[src/rtl/program_loader.sv]
// ============================================================================
// Module      : program_loader
// Description : Streams strobed bytes into the program RAM write port from a
//               programmable base address, with terminator/full/overflow status.
// Revision    : 1.0 - initial release
// ============================================================================
`default_nettype none

module program_loader #(
    parameter int                    ADDR_WIDTH   = 6,
    parameter int                    DATA_WIDTH   = 8,
    parameter int                    USE_END_BYTE = 1,
    parameter logic [DATA_WIDTH-1:0] END_BYTE     = '0
) (
    input  logic                  clk,
    input  logic                  reset,
    input  logic                  start,
    input  logic [ADDR_WIDTH-1:0] base_addr,
    input  logic [DATA_WIDTH-1:0] dataIn,
    input  logic                  newData,
    output logic                  write_rq,
    output logic [ADDR_WIDTH-1:0] addr,
    output logic [DATA_WIDTH-1:0] data,
    output logic                  busy,
    output logic                  done,
    output logic                  full,
    output logic                  overflow,
    output logic [ADDR_WIDTH:0]   count
);

    localparam logic [ADDR_WIDTH-1:0] c_ADDR_MAX = '1;

    typedef enum logic [1:0] {
        S_IDLE = 2'd0,
        S_LOAD = 2'd1,
        S_DONE = 2'd2,
        S_FULL = 2'd3
    } state_t;

    state_t                r_state;
    logic [ADDR_WIDTH-1:0] r_ptr;
    logic                  r_nd_q;

    logic w_edge;
    logic w_term;
    logic w_last;

    assign w_edge = newData & ~r_nd_q;
    // addr/data still hold the in-flight write while write_rq is high
    assign w_term = (USE_END_BYTE != 0) && (data == END_BYTE);
    assign w_last = (addr == c_ADDR_MAX);

    assign busy = (r_state == S_LOAD);
    assign done = (r_state == S_DONE);
    assign full = (r_state == S_FULL);

    always_ff @(posedge clk or negedge reset) begin
        if (!reset) begin
            r_state  <= S_IDLE;
            r_ptr    <= '0;
            r_nd_q   <= 1'b0;
            write_rq <= 1'b0;
            addr     <= '0;
            data     <= '0;
            overflow <= 1'b0;
            count    <= '0;
        end else begin
            r_nd_q   <= newData;
            write_rq <= 1'b0;
            if (start) begin
                // A coincident edge is deliberately dropped here
                r_state  <= S_LOAD;
                r_ptr    <= base_addr;
                count    <= '0;
                overflow <= 1'b0;
            end else begin
                case (r_state)
                    S_LOAD: begin
                        if (write_rq) begin
                            count <= count + 1'b1;
                            if (!w_last) begin
                                r_ptr <= r_ptr + 1'b1;
                            end
                            if (w_term) begin
                                r_state <= S_DONE;
                            end else if (w_last) begin
                                r_state <= S_FULL;
                            end
                        end else if (w_edge) begin
                            write_rq <= 1'b1;
                            addr     <= r_ptr;
                            data     <= dataIn;
                        end
                    end
                    S_FULL: begin
                        if (w_edge) begin
                            overflow <= 1'b1;
                        end
                    end
                    default: begin
                    end
                endcase
            end
        end
    end

endmodule

`default_nettype wire

[config.mk]
export PLATFORM = sky130hd
export DESIGN_NAME = program_loader
export DESIGN_NICKNAME = d
export VERILOG_FILES = /design/src/rtl/program_loader.sv
export SDC_FILE = /design/constraint.sdc
export NUM_CORES = 1
export LEC_CHECK = 0
export ABC_AREA = 1
export BUFFER_PORTS_ARGS = -buffer_cell sky130_fd_sc_hd__buf_2
export CORE_UTILIZATION = 30
export DETAILED_ROUTE_END_ITERATION = 7
export HOLD_SLACK_MARGIN = 0.08
export MAX_ROUTING_LAYER = met4
export PLACE_DENSITY = 0.62
export REMOVE_ABC_BUFFERS = 1
export SYNTH_ARGS = -nofsm -noshare
export SYNTH_HDL_FRONTEND = slang
export SYNTH_SLANG_ARGS = --single-unit
[constraint.sdc]
create_clock -name clk -period 3.4 [get_ports clk]
set_clock_uncertainty 0.05 [all_clocks]
set_input_delay 0.51 -clock clk [delete_from_list [all_inputs] [get_ports clk]]
set_output_delay 0.51 -clock clk [all_outputs]
set_load 0.02 [all_outputs]
* After elaboration in Yosys (flattened, before gate mapping)
Cells that the tools add are included.
W data, S select, Z words.
** Word-level totals
- Bits of input ports :: 18
- Output and inout port bits :: 26
- Word-level logic and storage cells :: 49
- Bits in registers :: 32
** Cells by class
- Eq/ne operators :: 5
- Bitwise logic cells :: 4
- Reduce and logical (&&, ||, !) cells :: 11
- $add $sub $neg :: 2
- Mux-type cells :: 19
** Operators by type and width (number)
- $mux W6 :: 4
- $mux W7 :: 3
- $mux W2 :: 5
- $logic_not A8 Y1 :: 1
- $reduce_bool A2 Y1 :: 4
- $add A7 B1 Y7 const B :: 1
- $mux W1 :: 7
- $add A6 B1 Y6 const B :: 1
- $eq A6 B6 Y1 const B :: 1
- $reduce_and A3 Y1 :: 2
- $eq A2 B2 Y1 const B :: 2
- $reduce_and A2 Y1 :: 2
- $reduce_and A4 Y1 :: 1
- $not A1 Y1 :: 3
- $reduce_bool A3 Y1 :: 1
- $eq A2 B1 Y1 const B :: 1
- $ne A2 B2 Y1 const B :: 1
- $and A1 B1 Y1 :: 1

* Logic depth before layout (Yosys ltp)
Gate-level depths: netlist (run 1).
- Depth in word-level cells :: 6
- Depth in mapped cells :: 8

* Least setup slack after synthesis (run 1)
OpenSTA, ideal clock, no wires.
- Path kind :: input port to flip-flop
- Start :: in newData
- End :: reg addr[3]
- Stages :: 6
- Path slack :: 2107 ps
- Arrival time :: 1126 ps
- Path buffers :: 1
- Path through :: inv_1 -> nor2_1 -> nand3_4 -> buf_2 -> nand2_1 -> nand2_1
** On the way
- Cells in the longest elaborated chain, start to end :: 2
** Ends and longest elaborated chain
- from (decl) :: RTL line 20 : input logic newData,
- $and A1 B1 Y1 :: RTL line 48 : assign w_edge = newData & ~r_nd_q;
- $reduce_and A4 Y1 (no line)
- to (signal assigned) :: RTL line 91 : addr <= r_ptr;
- to (decl) :: RTL line 22 : output logic [ADDR_WIDTH-1:0] addr,
No other way between the ends.
A chain may end at the register's enable or synchronous reset.

* Worst setup path after layout (run 1)
- Start :: reg r_state[1]
- End :: out busy
** On the way
- Cells in the longest elaborated chain, start to end :: 1
** Ends and longest elaborated chain
- from (decl) :: RTL line 40 : state_t r_state;
- from (signal assigned) :: RTL line 59 : r_state <= S_IDLE;
- from (signal assigned) :: RTL line 72 : r_state <= S_LOAD;
- from (signal assigned) :: RTL line 85 : r_state <= S_DONE;
- $eq A2 B1 Y1 :: RTL line 53 : assign busy = (r_state == S_LOAD);
- to (decl) :: RTL line 24 : output logic busy,
No other way between the ends.

==> summary.md, run 1 <==
| Metric | Value |
|---|---|
| 1st-iter DRT viols | 94 |
| Leakage power | 1.107 nW |
| Slew @ Worst Pin | 705.0 ps |
| Net count reported at finish | 268 |
| Pre-CTS setup slack | 1788 ps |
| Row cnt | 26 |
| H-tree depth | 2 |
| Cts bufs inserted | 5 |
| CP endpoint kind | output port |
| Post-CTS sizing | 0 |
| Area of the mapped netlist | 1612 sq um |
| Post-CTS Hold Fix Bufs | 0 |
| Final Cycle Share | 48.02% |
| Fmax | 0.6125 GHz |
| Rel. slew slack | 53.00% |
| Worst EP required | 2840 ps |
| Ys flop type | dfrtp_1 |
| Final setup viols | 0 |
| Crit Path Category | flop to output port |
| Synth Register Bits | 32 |
| Fin Setup TNS | 0 ps |
| Clock transition at path regs | 60 ps |
| Clock Path Buffers | 2 |
| ANT nets after route | 0 |
| CTS sink cnt | 32 |
| Hold Path Class | primary input to async pin |
| Grt total ovfl | 0 |
| Ys Warns | 0 |
| Synth cell types | 22 |
| Vias per cell | 4.440 |
| Pwr Density | 614.1 nW/um^2 |
| Minimum clock period | 1633 ps |
| RSZ-0062 raised after global routing | no |
| Async set or reset register ratio after synthesis | 100.0% |
| Die X | 75.29 um |
| Clk_lat worst skew | 280 ps |
| Sequential area share after synthesis | 49.69% |
| Mapped Avg Cell Area | 7.978 sq um |
| Total setup buffers inserted after CTS | 0 |
| Drt pass-1 iters | 4 |
| Max Cap Viol | 0 |
| Die area | 5669 sq um |
| Drt wl/cell | 10.73 um |
| Top-area cell type share of the netlist area | 49.69% |
| Synth top area cells | dfrtp_1 (50%), nand2_1 (17%), nand3_1 (5.9%) |
| Worst Path Arrival | 1070 ps |
| Setup ws final | 1767 ps |
| Final count of pins violating max slew | 0 |
| Root Buffer Master | clkbuf_8 |
| Worst Path Max Fanout | 3 |
| Initial antenna violation count | 0 |
| Crit start category | flop |
| Gate Count Post-Synth | 202 |
| CTS tree | built |
| Layout cell share with drive strength beyond 1 | 25.40% |
| Post-detail-place hpwl | 2590 um |
| Area leader, netlist | dfrtp_1 |
| Post-synth EDFFs | 0 |
| Chip height | 75.29 um |
| # DRC | 0 |
| Pin count of the biggest net entering global routing | 33 |
| GRT Util Overall | 14.65% |
| I/O pin cnt | 44 |
| Final core occ | 38.61% |
| P&R area growth vs syn | 23.14% |
| PortBufs | 43 |
| Antenna diodes | 0 |
| Status | completed |
| Global-route wire length before repair | 5913 um |
| Starting Density | 31.35% |
| Final hold violation count | 0 |
| Vias in the first global route | 1366 |
| GP Congestion | 0.7468 |
| Maximum VDD drop | 0.0002643 V |
| Final WL | 3412 um |
| Core area | 5140 sq um |
| Vias | 1412 |
[final cells by class]
| type | count | area [sq um] |
|---|---|---|
| clock buffers | 7 | 96.34 |
| fillers | 559 | 3156 |
| inverters | 26 | 102.6 |
| multi-input cells | 140 | 681.9 |
| flip-flops and latches | 32 | 800.8 |
| well taps | 70 | 87.58 |
| repair buffers | 43 | 215.2 |
[logic make-up (layout without fill, tap and decap cells)]
| logic type | Yosys count | after routing | synth area share [%] |
|---|---|---|---|
| flip-flops | 32 | 32 | 49.69 |
| buffers and inverters | 30 | 76 | 7.997 |
| XOR/XNOR | 3 | 3 | 1.631 |
| adder cells (fa/ha/maj) | 2 | 2 | 1.553 |
| AO/OA/AOI/OAI | 18 | 18 | 5.745 |
| AND/OR/NAND/NOR | 117 | 117 | 33.39 |
[synthesized netlist by cell type (2+ instances only)]
cell      n
nand2_1  71
ha_1      2
o21ai_1  12
nand4_1   4
dfrtp_1  32
a21oi_1   3
nor2_4    2
inv_2     3
inv_4     2
buf_2     3
nand2_4   2
nand3_1  19
o21ai_0   2
xor2_1    3
nor2_1   15
inv_1    21
[stage by stage]
step                cells  power [W]  cell area, sq um  hold WS (ps)
finish                318   0.001219              1984         226.0
global route          318   0.001306              1984         289.1
CTS                   318   0.001237              1984         252.7
detailed placement    311  0.0009228              1888         447.9
global placement      311  0.0009159              1888         451.0
floorplan             198  0.0007796              1585         164.4
[worst max-delay path: stages (launching register included)]
cell and delay [ps]:
dfrtp_1 410, inv_2 90, nand2_4 70, inv_4 70
buf_2 160
[registers in the layout (all words and copies together), names as in the netlist]
name,flops
addr,6
count,7
data,8
overflow,1
r_nd_q,1
r_ptr,6
r_state,2
write_rq,1
[layer usage]
metal | vias up | share of wire [%] | global-route usage, % | wire [um]
met4 | 0 | 2.1 | 7.407 | 71
met5 | - | 0 | - | 0
li1 | 722 | - | - | -
met2 | 34 | 46 | 23.61 | 1577
met1 | 648 | 47 | 17.03 | 1600
met3 | 8 | 4.7 | 3.571 | 162
[report_power, final]
part | switching (W) | leakage [nW] | internal [W]
Combinational | 0.000243 | 0.646 | 0.000128
Clock | 0.000129 | 0.0503 | 0.000180
Sequential | 0.0000717 | 0.410 | 0.000466
Total | 0.000444 | 1.11 | 0.000775
[worst paths after layout]
| kind | cells after the start | endpoint | slack, ps | start |
|---|---|---|---|---|
| hold reg to reg | 2 | addr[1]$_DFFE_PN0P_ | 460 | addr[1]$_DFFE_PN0P_ |
| setup / recovery | 4 | busy | 1770 | r_state[1]$_DFFE_PN0P_ |
| min in group clk | 1 | r_nd_q$_DFF_PN0_ | 300 | newData |
| hold / removal | 1 | data[0]$_DFFE_PN0P_ | 230 | reset |
| setup reg to reg | 5 | data[3]$_DFFE_PN0P_ | 2110 | r_nd_q$_DFF_PN0_ |
| max in group asynchronous | 1 | addr[4]$_DFFE_PN0P_ | 2620 | reset |
[cells in the final DEF, fill, tap and decap left out, types with 3 or more instances in the layout]
cell and count:
o21ai_1 12, a21oi_1 3, nand3_1 19, clkbuf_8 7, inv_1 21, nor2_1 15, nand4_1 4, inv_2 3
nand2_1 71, buf_2 43, xor2_1 3, dfrtp_1 32
(Power assumes the default switching activity.)
==> run 2, diff against run 1 <==
==> constraint.sdc (replaced) <==
create_clock -name clk -period 1.65 [get_ports clk]
set_clock_uncertainty 0.05 [all_clocks]
set_input_delay 0.2475 -clock clk [delete_from_list [all_inputs] [get_ports clk]]
set_output_delay 0.2475 -clock clk [all_outputs]
set_load 0.02 [all_outputs]
==> summary.md, run 2 (synthesis results as in run 1) <==
| Metric | Value |
|---|---|
| Pre-CTS setup slack | 339.4 ps (was 1788 ps) |
| CTS sink cnt | 32 (unchanged) |
| Layout cell share with drive strength beyond 1 | 26.17% (was 25.40%) |
| CP dominant cell by count | nand2_1 |
| PortBufs | 43 (unchanged) |
| 1st-iter DRT viols | 108 (was 94) |
| Status | completed (unchanged) |
| Finished Layout Cells | 326 (was 318) |
| Pin count of the biggest net entering global routing | 33 (unchanged) |
| Max incr delay on CP | 530 ps (was 410 ps) |
| CP endpoint kind | flop (was output port) |
| Crit start category | primary input (was flop) |
| Clk_lat worst skew | 280 ps (about the same) |
| Post-detail-place hpwl | 2524 um (was 2590 um) |
| Worst Path Max Fanout | 7 (was 3) |
| Grt total ovfl | 0 (unchanged) |
| H-tree depth | 2 (unchanged) |
| # DRC | 0 (unchanged) |
| Hold Path Class | primary input to flop (was primary input to async pin) |
| Crit-path leading delay family | buffers and inverters (was flip-flops) |
| Root Buffer Master | clkbuf_8 (unchanged) |
| Final Cell Area | 2036 sq um (was 1984 sq um) |
| Commonest non-fill, non-tap cell in the layout | nand2_1 (unchanged) |
| Maximum VDD drop | 0.0004027 V (was 0.0002643 V) |
| Drt pass-1 iters | 4 (unchanged) |
| Die X | 75.29 um (unchanged) |
| Setup ws final | 203.5 ps (was 1767 ps) |
| Antenna diodes | 0 (unchanged) |
| Net count reported at finish | 275 (was 268) |
| Vias | 1411 (was 1412) |
| Crit Path Category | primary input to flop (was flop to output port) |
| Row cnt | 26 (unchanged) |
| Vias in the first global route | 1255 (was 1366) |
| Chip height | 75.29 um (unchanged) |
| GRT Util Overall | 13.81% (was 14.65%) |
| Most frequent cells in the layout | nand2_1 (71), buf_2 (43), dfrtp_1 (32) (unchanged) |
| Slew @ Worst Pin | 409.6 ps (was 705.0 ps) |
| Drt wl/cell | 10.60 um (was 10.73 um) |
| Final setup viols | 0 (unchanged) |
| Final hold violation count | 0 (unchanged) |
| Rel. slew slack | 72.69% (was 53.00%) |
| Core area | 5140 sq um (unchanged) |
| Clock transition at path regs | 70 ps (was 60 ps) |
| Fmax | 0.6913 GHz |
| Placed cell areas | 1903 sq um (was 1888 sq um) |
| Clock Path Buffers | 2 (unchanged) |
| Crit path buffers/inverters | 4 (was 3) |
| Worst Path Arrival | 1570 ps (was 1070 ps) |
| Initial antenna violation count | 0 (unchanged) |
| Fillers | 573 (was 559) |
| Largest register FFs | 8 (unchanged) |
| Max Cap Viol | 0 (unchanged) |
| RSZ-0062 raised after global routing | no (unchanged) |
| Cts bufs inserted | 5 (unchanged) |
| Leakage power | 1.132 nW (was 1.107 nW) |
| Final WL | 3454 um (was 3412 um) |
| Crit path max-delay cell type | dlygate4sd3_1 (was dfrtp_1) |
| CTS tree | built (unchanged) |
| I/O pin cnt | 44 (unchanged) |
| Starting Density | 31.35% (unchanged) |
| ANT nets after route | 0 (unchanged) |
| Pwr Density | 1226 nW/um^2 (was 614.1 nW/um^2) |
| Fin Setup TNS | 0 ps (unchanged) |
| Final Cycle Share | 87.66% |
| Final count of pins violating max slew | 0 (unchanged) |
| Largest regs | data (8), count (7) (unchanged) |
| GP Congestion | 0.7637 (was 0.7468) |
| Die area | 5669 sq um (unchanged) |
| Global-route wire length before repair | 5589 um (was 5913 um) |
| Worst EP required | 1780 ps (was 2840 ps) |
| Vias per cell | 4.328 (was 4.440) |
| Critical-path cell list | dlygate4sd3_1 -> buf_2 -> inv_1 -> nor2_1 -> nand3_4 -> buf_4 -> nand2_1 -> nand2_1 (was inv_2 -> nand2_4 -> inv_4 -> buf_2) |
| Total Power | 0.002497 W (was 0.001219 W) |
| Placed Cells | 313 (was 311) |
| Most flops, register | data (unchanged) |
| P&R area growth vs syn | 26.32% (was 23.14%) |
| Minimum clock period | 1446 ps |
==> run 2: layout make-up <==
type | instances | area [sq um] | share of cell area, %
clock buffers | 8 | 90.09 | 4.425
flip-flops and latches | 32 | 800.8 | 39.34
well taps | 70 | 87.58 | 4.302
multi-input cells | 140 | 681.9 | 33.50
inverters | 26 | 102.6 | 5.040
repair buffers | 50 | 272.8 | 13.40
==> run 2: path summary, 6_finish.rpt <==
kind	end	from	slack, ps	depth (start not counted)
min in group asynchronous	write_rq$_DFF_PN0_	reset	460	3
max	data[7]$_DFFE_PN0P_	newData	200	8
max reg2reg	count[2]$_DFFE_PN0P_	r_state[1]$_DFFE_PN0P_	390	8
max in group asynchronous	r_ptr[3]$_DFFE_PN0P_	reset	790	3
min	data[4]$_DFFE_PN0P_	dataIn[4]	110	3
min reg2reg	data[5]$_DFFE_PN0P_	data[5]$_DFFE_PN0P_	460	2
==> run 2: worst min-delay path, stage by stage <==
cell,delay (ps)
buf_2,80
nand2_1,40
nand2_1,40
==> run 2: per-stage QoR <==
step	util, %	hold slack (ps)
2_1_floorplan	-	-98.09
3_3_place_gp	37.03	247.0
3_5_place_dp	37.03	245.3
4_1_cts	39.17	101.0
5_1_grt	39.61	112.1
6_report	39.61	108.0
==> run 2: routing by layer <==
layer / part of all wire (%) / wire (um) / vias up / track usage (%)
met5: 0 / 0 / - / -
met4: 1.7 / 59 / 0 / 5.556
met3: 5.8 / 199 / 6 / 4.365
met2: 44 / 1507 / 37 / 21.13
met1: 49 / 1688 / 628 / 16.94
li1: - / - / 740 / -
==> run 2: repair_timing <==
| action | in CTS | in global routing |
|---|---|---|
| endpoints found under the setup margin | 0 | 1 |
| hold buffers | 2 | 0 |
| setup buffers | 0 | 3 |
| resized for setup | 0 | 0 |
| endpoints found under the hold margin | 33 | 0 |
==> run 2: report_power, final <==
part / internal, W / switching, W / total (W) / leakage, nW
sequential: 0.000961 / 0.000148 / 0.00111 / 0.410
clock: 0.000340 / 0.000276 / 0.000616 / 0.0455
combinational: 0.000275 / 0.000497 / 0.000772 / 0.677
==> run 3, diff against run 2 <==
--- a/config.mk
+++ b/config.mk
@@ -11,7 +11,8 @@
 export DETAILED_ROUTE_END_ITERATION = 7
 export HOLD_SLACK_MARGIN = 0.08
 export MAX_ROUTING_LAYER = met4
-export PLACE_DENSITY = 0.62
+export PLACE_DENSITY_LB_ADDON = 0.12
+export RECOVER_POWER = 25
 export REMOVE_ABC_BUFFERS = 1
 export SYNTH_ARGS = -nofsm -noshare
 export SYNTH_HDL_FRONTEND = slang
==> summary.md, run 3 (synthesis results as in run 1) <==
| Metric | Value |
|---|---|
| Worst Path Arrival | 1610 ps (was 1570 ps) |
| CP endpoint kind | flop (unchanged) |
| Cts bufs inserted | 5 (unchanged) |
| Pre-CTS setup slack | 341.5 ps (was 339.4 ps) |
| Row cnt | 26 (unchanged) |
| Chip height | 75.29 um (unchanged) |
| Placed Cells | 313 (unchanged) |
| Rel. slew slack | 45.65% (was 72.69%) |
| Leakage power | 1.114 nW (was 1.132 nW) |
| CTS tree | built (unchanged) |
| Storage element area | 800.8 sq um (unchanged) |
| Largest register FFs | 8 (unchanged) |
| Crit start category | primary input (unchanged) |
| Final setup viols | 0 (unchanged) |
| Layout cell share with drive strength beyond 1 | 25.40% (was 26.17%) |
| GRT Util Overall | 14.89% (was 13.81%) |
| Minimum clock period | 1491 ps (was 1446 ps) |
| Clk pwr share | 22.9% (was 24.7%) |
| Final hold violation count | 0 (unchanged) |
| Worst EP required | 1770 ps (was 1780 ps) |
| Pwr Density | 1218 nW/um^2 (was 1226 nW/um^2) |
| Pin count of the biggest net entering global routing | 33 (unchanged) |
| Seq pwr share | 45.7% (was 44.4%) |
| Setup ws final | 159.1 ps (was 203.5 ps) |
| Most flops, register | data (unchanged) |
| GP Congestion | 0.7778 (was 0.7637) |
| Combinational Power Share | 31.4% (was 30.9%) |
| Vias per cell | 4.339 (was 4.328) |
| Multi-input gate area | 681.9 sq um (unchanged) |
| Drt wl/cell | 11.00 um (was 10.60 um) |
| Grt total ovfl | 0 (unchanged) |
| Final WL | 3542 um (was 3454 um) |
| Clk_lat worst skew | 280 ps (about the same) |
| Slew @ Worst Pin | 815.2 ps (was 409.6 ps) |
| Final count of pins violating max slew | 0 (unchanged) |
| # DRC | 0 (unchanged) |
| Largest regs | data (8), count (7) (unchanged) |
| Fillers | 595 (was 573) |
| Die area | 5669 sq um (unchanged) |
| Vias in the first global route | 1262 (was 1255) |
| Crit Path Category | primary input to flop (unchanged) |
| Maximum VDD drop | 0.0004595 V (was 0.0004027 V) |
| RSZ-0062 raised after global routing | no (unchanged) |
| Finished Layout Cells | 322 (was 326) |
| Die X | 75.29 um (unchanged) |
| Clock transition at path regs | 60 ps (was 70 ps) |
| Core area | 5140 sq um (unchanged) |
| Vias | 1397 (was 1411) |
| Fin Setup TNS | 0 ps (unchanged) |
| Switch share | 37.75% (was 36.90%) |
| Global-route wire length before repair | 5913 um (was 5589 um) |
| I/O pin cnt | 44 (unchanged) |
| ANT nets after route | 0 (unchanged) |
| Hold Path Class | primary input to flop (unchanged) |
| Clock Path Buffers | 2 (unchanged) |
| Status | completed (unchanged) |
| P&R area growth vs syn | 24.15% (was 26.32%) |
| H-tree depth | 2 (unchanged) |
| Worst Path Max Fanout | 15 (was 7) |
| Net count reported at finish | 272 (was 275) |
| Starting Density | 31.35% (unchanged) |
| 1st-iter DRT viols | 79 (was 108) |
| Final Cycle Share | 90.36% (was 87.66%) |
| Commonest non-fill, non-tap cell in the layout | nand2_1 (unchanged) |
| Final core occ | 38.92% (was 39.61%) |
| Root Buffer Master | clkbuf_8 (unchanged) |
| CTS sink cnt | 32 (unchanged) |
| Most frequent cells in the layout | nand2_1 (71), buf_2 (43), dfrtp_1 (32) (unchanged) |
| Antenna diodes | 0 (unchanged) |
| Fmax | 0.6707 GHz (was 0.6913 GHz) |
| Initial antenna violation count | 0 (unchanged) |
| Max Cap Viol | 0 (unchanged) |
| Post-detail-place hpwl | 2616 um (was 2524 um) |
| Drt pass-1 iters | 4 (unchanged) |
| Switching pwr | 0.0009199 W (was 0.0009211 W) |
| PortBufs | 43 (unchanged) |
| Power Internal | 0.001517 W (was 0.001575 W) |
## run 3: cell types whose count changed in the layout (fill, tap and decap cells not counted)
cell	before	now
clkinv_2	0	1
clkbuf_2	0	1
buf_4	5	1
clkbuf_8	6	5
inv_6	0	1
clkbuf_1	2	1
inv_4	2	1
## run 3: path summary, 6_finish.rpt
kind / startpoint / cells after the start / to / slack, ps
worst max-delay path: newData / 7 / data[0]$_DFFE_PN0P_ / 160
worst min-delay path: dataIn[6] / 3 / data[6]$_DFFE_PN0P_ / 100
worst max register to register: r_state[1]$_DFFE_PN0P_ / 7 / r_state[1]$_DFFE_PN0P_ / 380
worst min register to register: overflow$_DFFE_PN0P_ / 2 / overflow$_DFFE_PN0P_ / 450
max in group asynchronous: reset / 3 / count[4]$_DFFE_PN0P_ / 410
min in group asynchronous: reset / 3 / data[3]$_DFFE_PN0P_ / 610
## run 3: timing repair
| item | 4_1_cts | 5_1_grt |
|---|---|---|
| buffers inserted | 0 | 0 |
| hold buffers | 2 | 0 |
| hold endpoints to repair | 33 | 0 |
| setup endpoints to repair | 0 | 1 |
| resized for setup | 0 | 1 |
## run 3: cell type report
type | instances | area share, %
clock inverters | 1 | 0.2502
flip-flops and latches | 32 | 40.02
multi-input cells | 140 | 34.08
clock buffers | 6 | 3.627
repair buffers | 47 | 12.38
inverters | 26 | 5.253
well taps | 70 | 4.378
## run 3: critical path, stage by stage
cell and delay, ps:
dlygate4sd3_1 530, buf_2 110, inv_1 30, nor2_1 190
nand3_4 230, inv_6 180, o21ai_0 80
## run 3: power groups by stage
| stage | sequential, W | combinational, W | clock [W] |
|---|---|---|---|
| detailed placement | 0.00113 | 0.000776 | 0 |
| global placement | 0.00114 | 0.000771 | 0 |
| finish | 0.00111 | 0.000765 | 0.000558 |
| CTS | 0.00111 | 0.000782 | 0.000585 |
| floorplan | 0.00128 | 0.000323 | 0 |
| global route | 0.00114 | 0.000865 | 0.000619 |
## run 3: per-layer routing
layer  share of wire (%)  GRT usage (%)
met1                  47          18.87
met5                   0              -
met2                  47          22.52
met3                 4.7          4.365
met4                 1.6          5.556
## run 3: stage by stage
step	hold slack [ps]	power, W	instance area (sq um)
after CTS	100.2	0.002482	2001
after global placement	254.8	0.001907	1903
after detailed placement	253.1	0.001904	1903
after global routing	112.2	0.002624	2001
final	104.7	0.002437	2001
after floorplan	-98.09	0.001606	1585
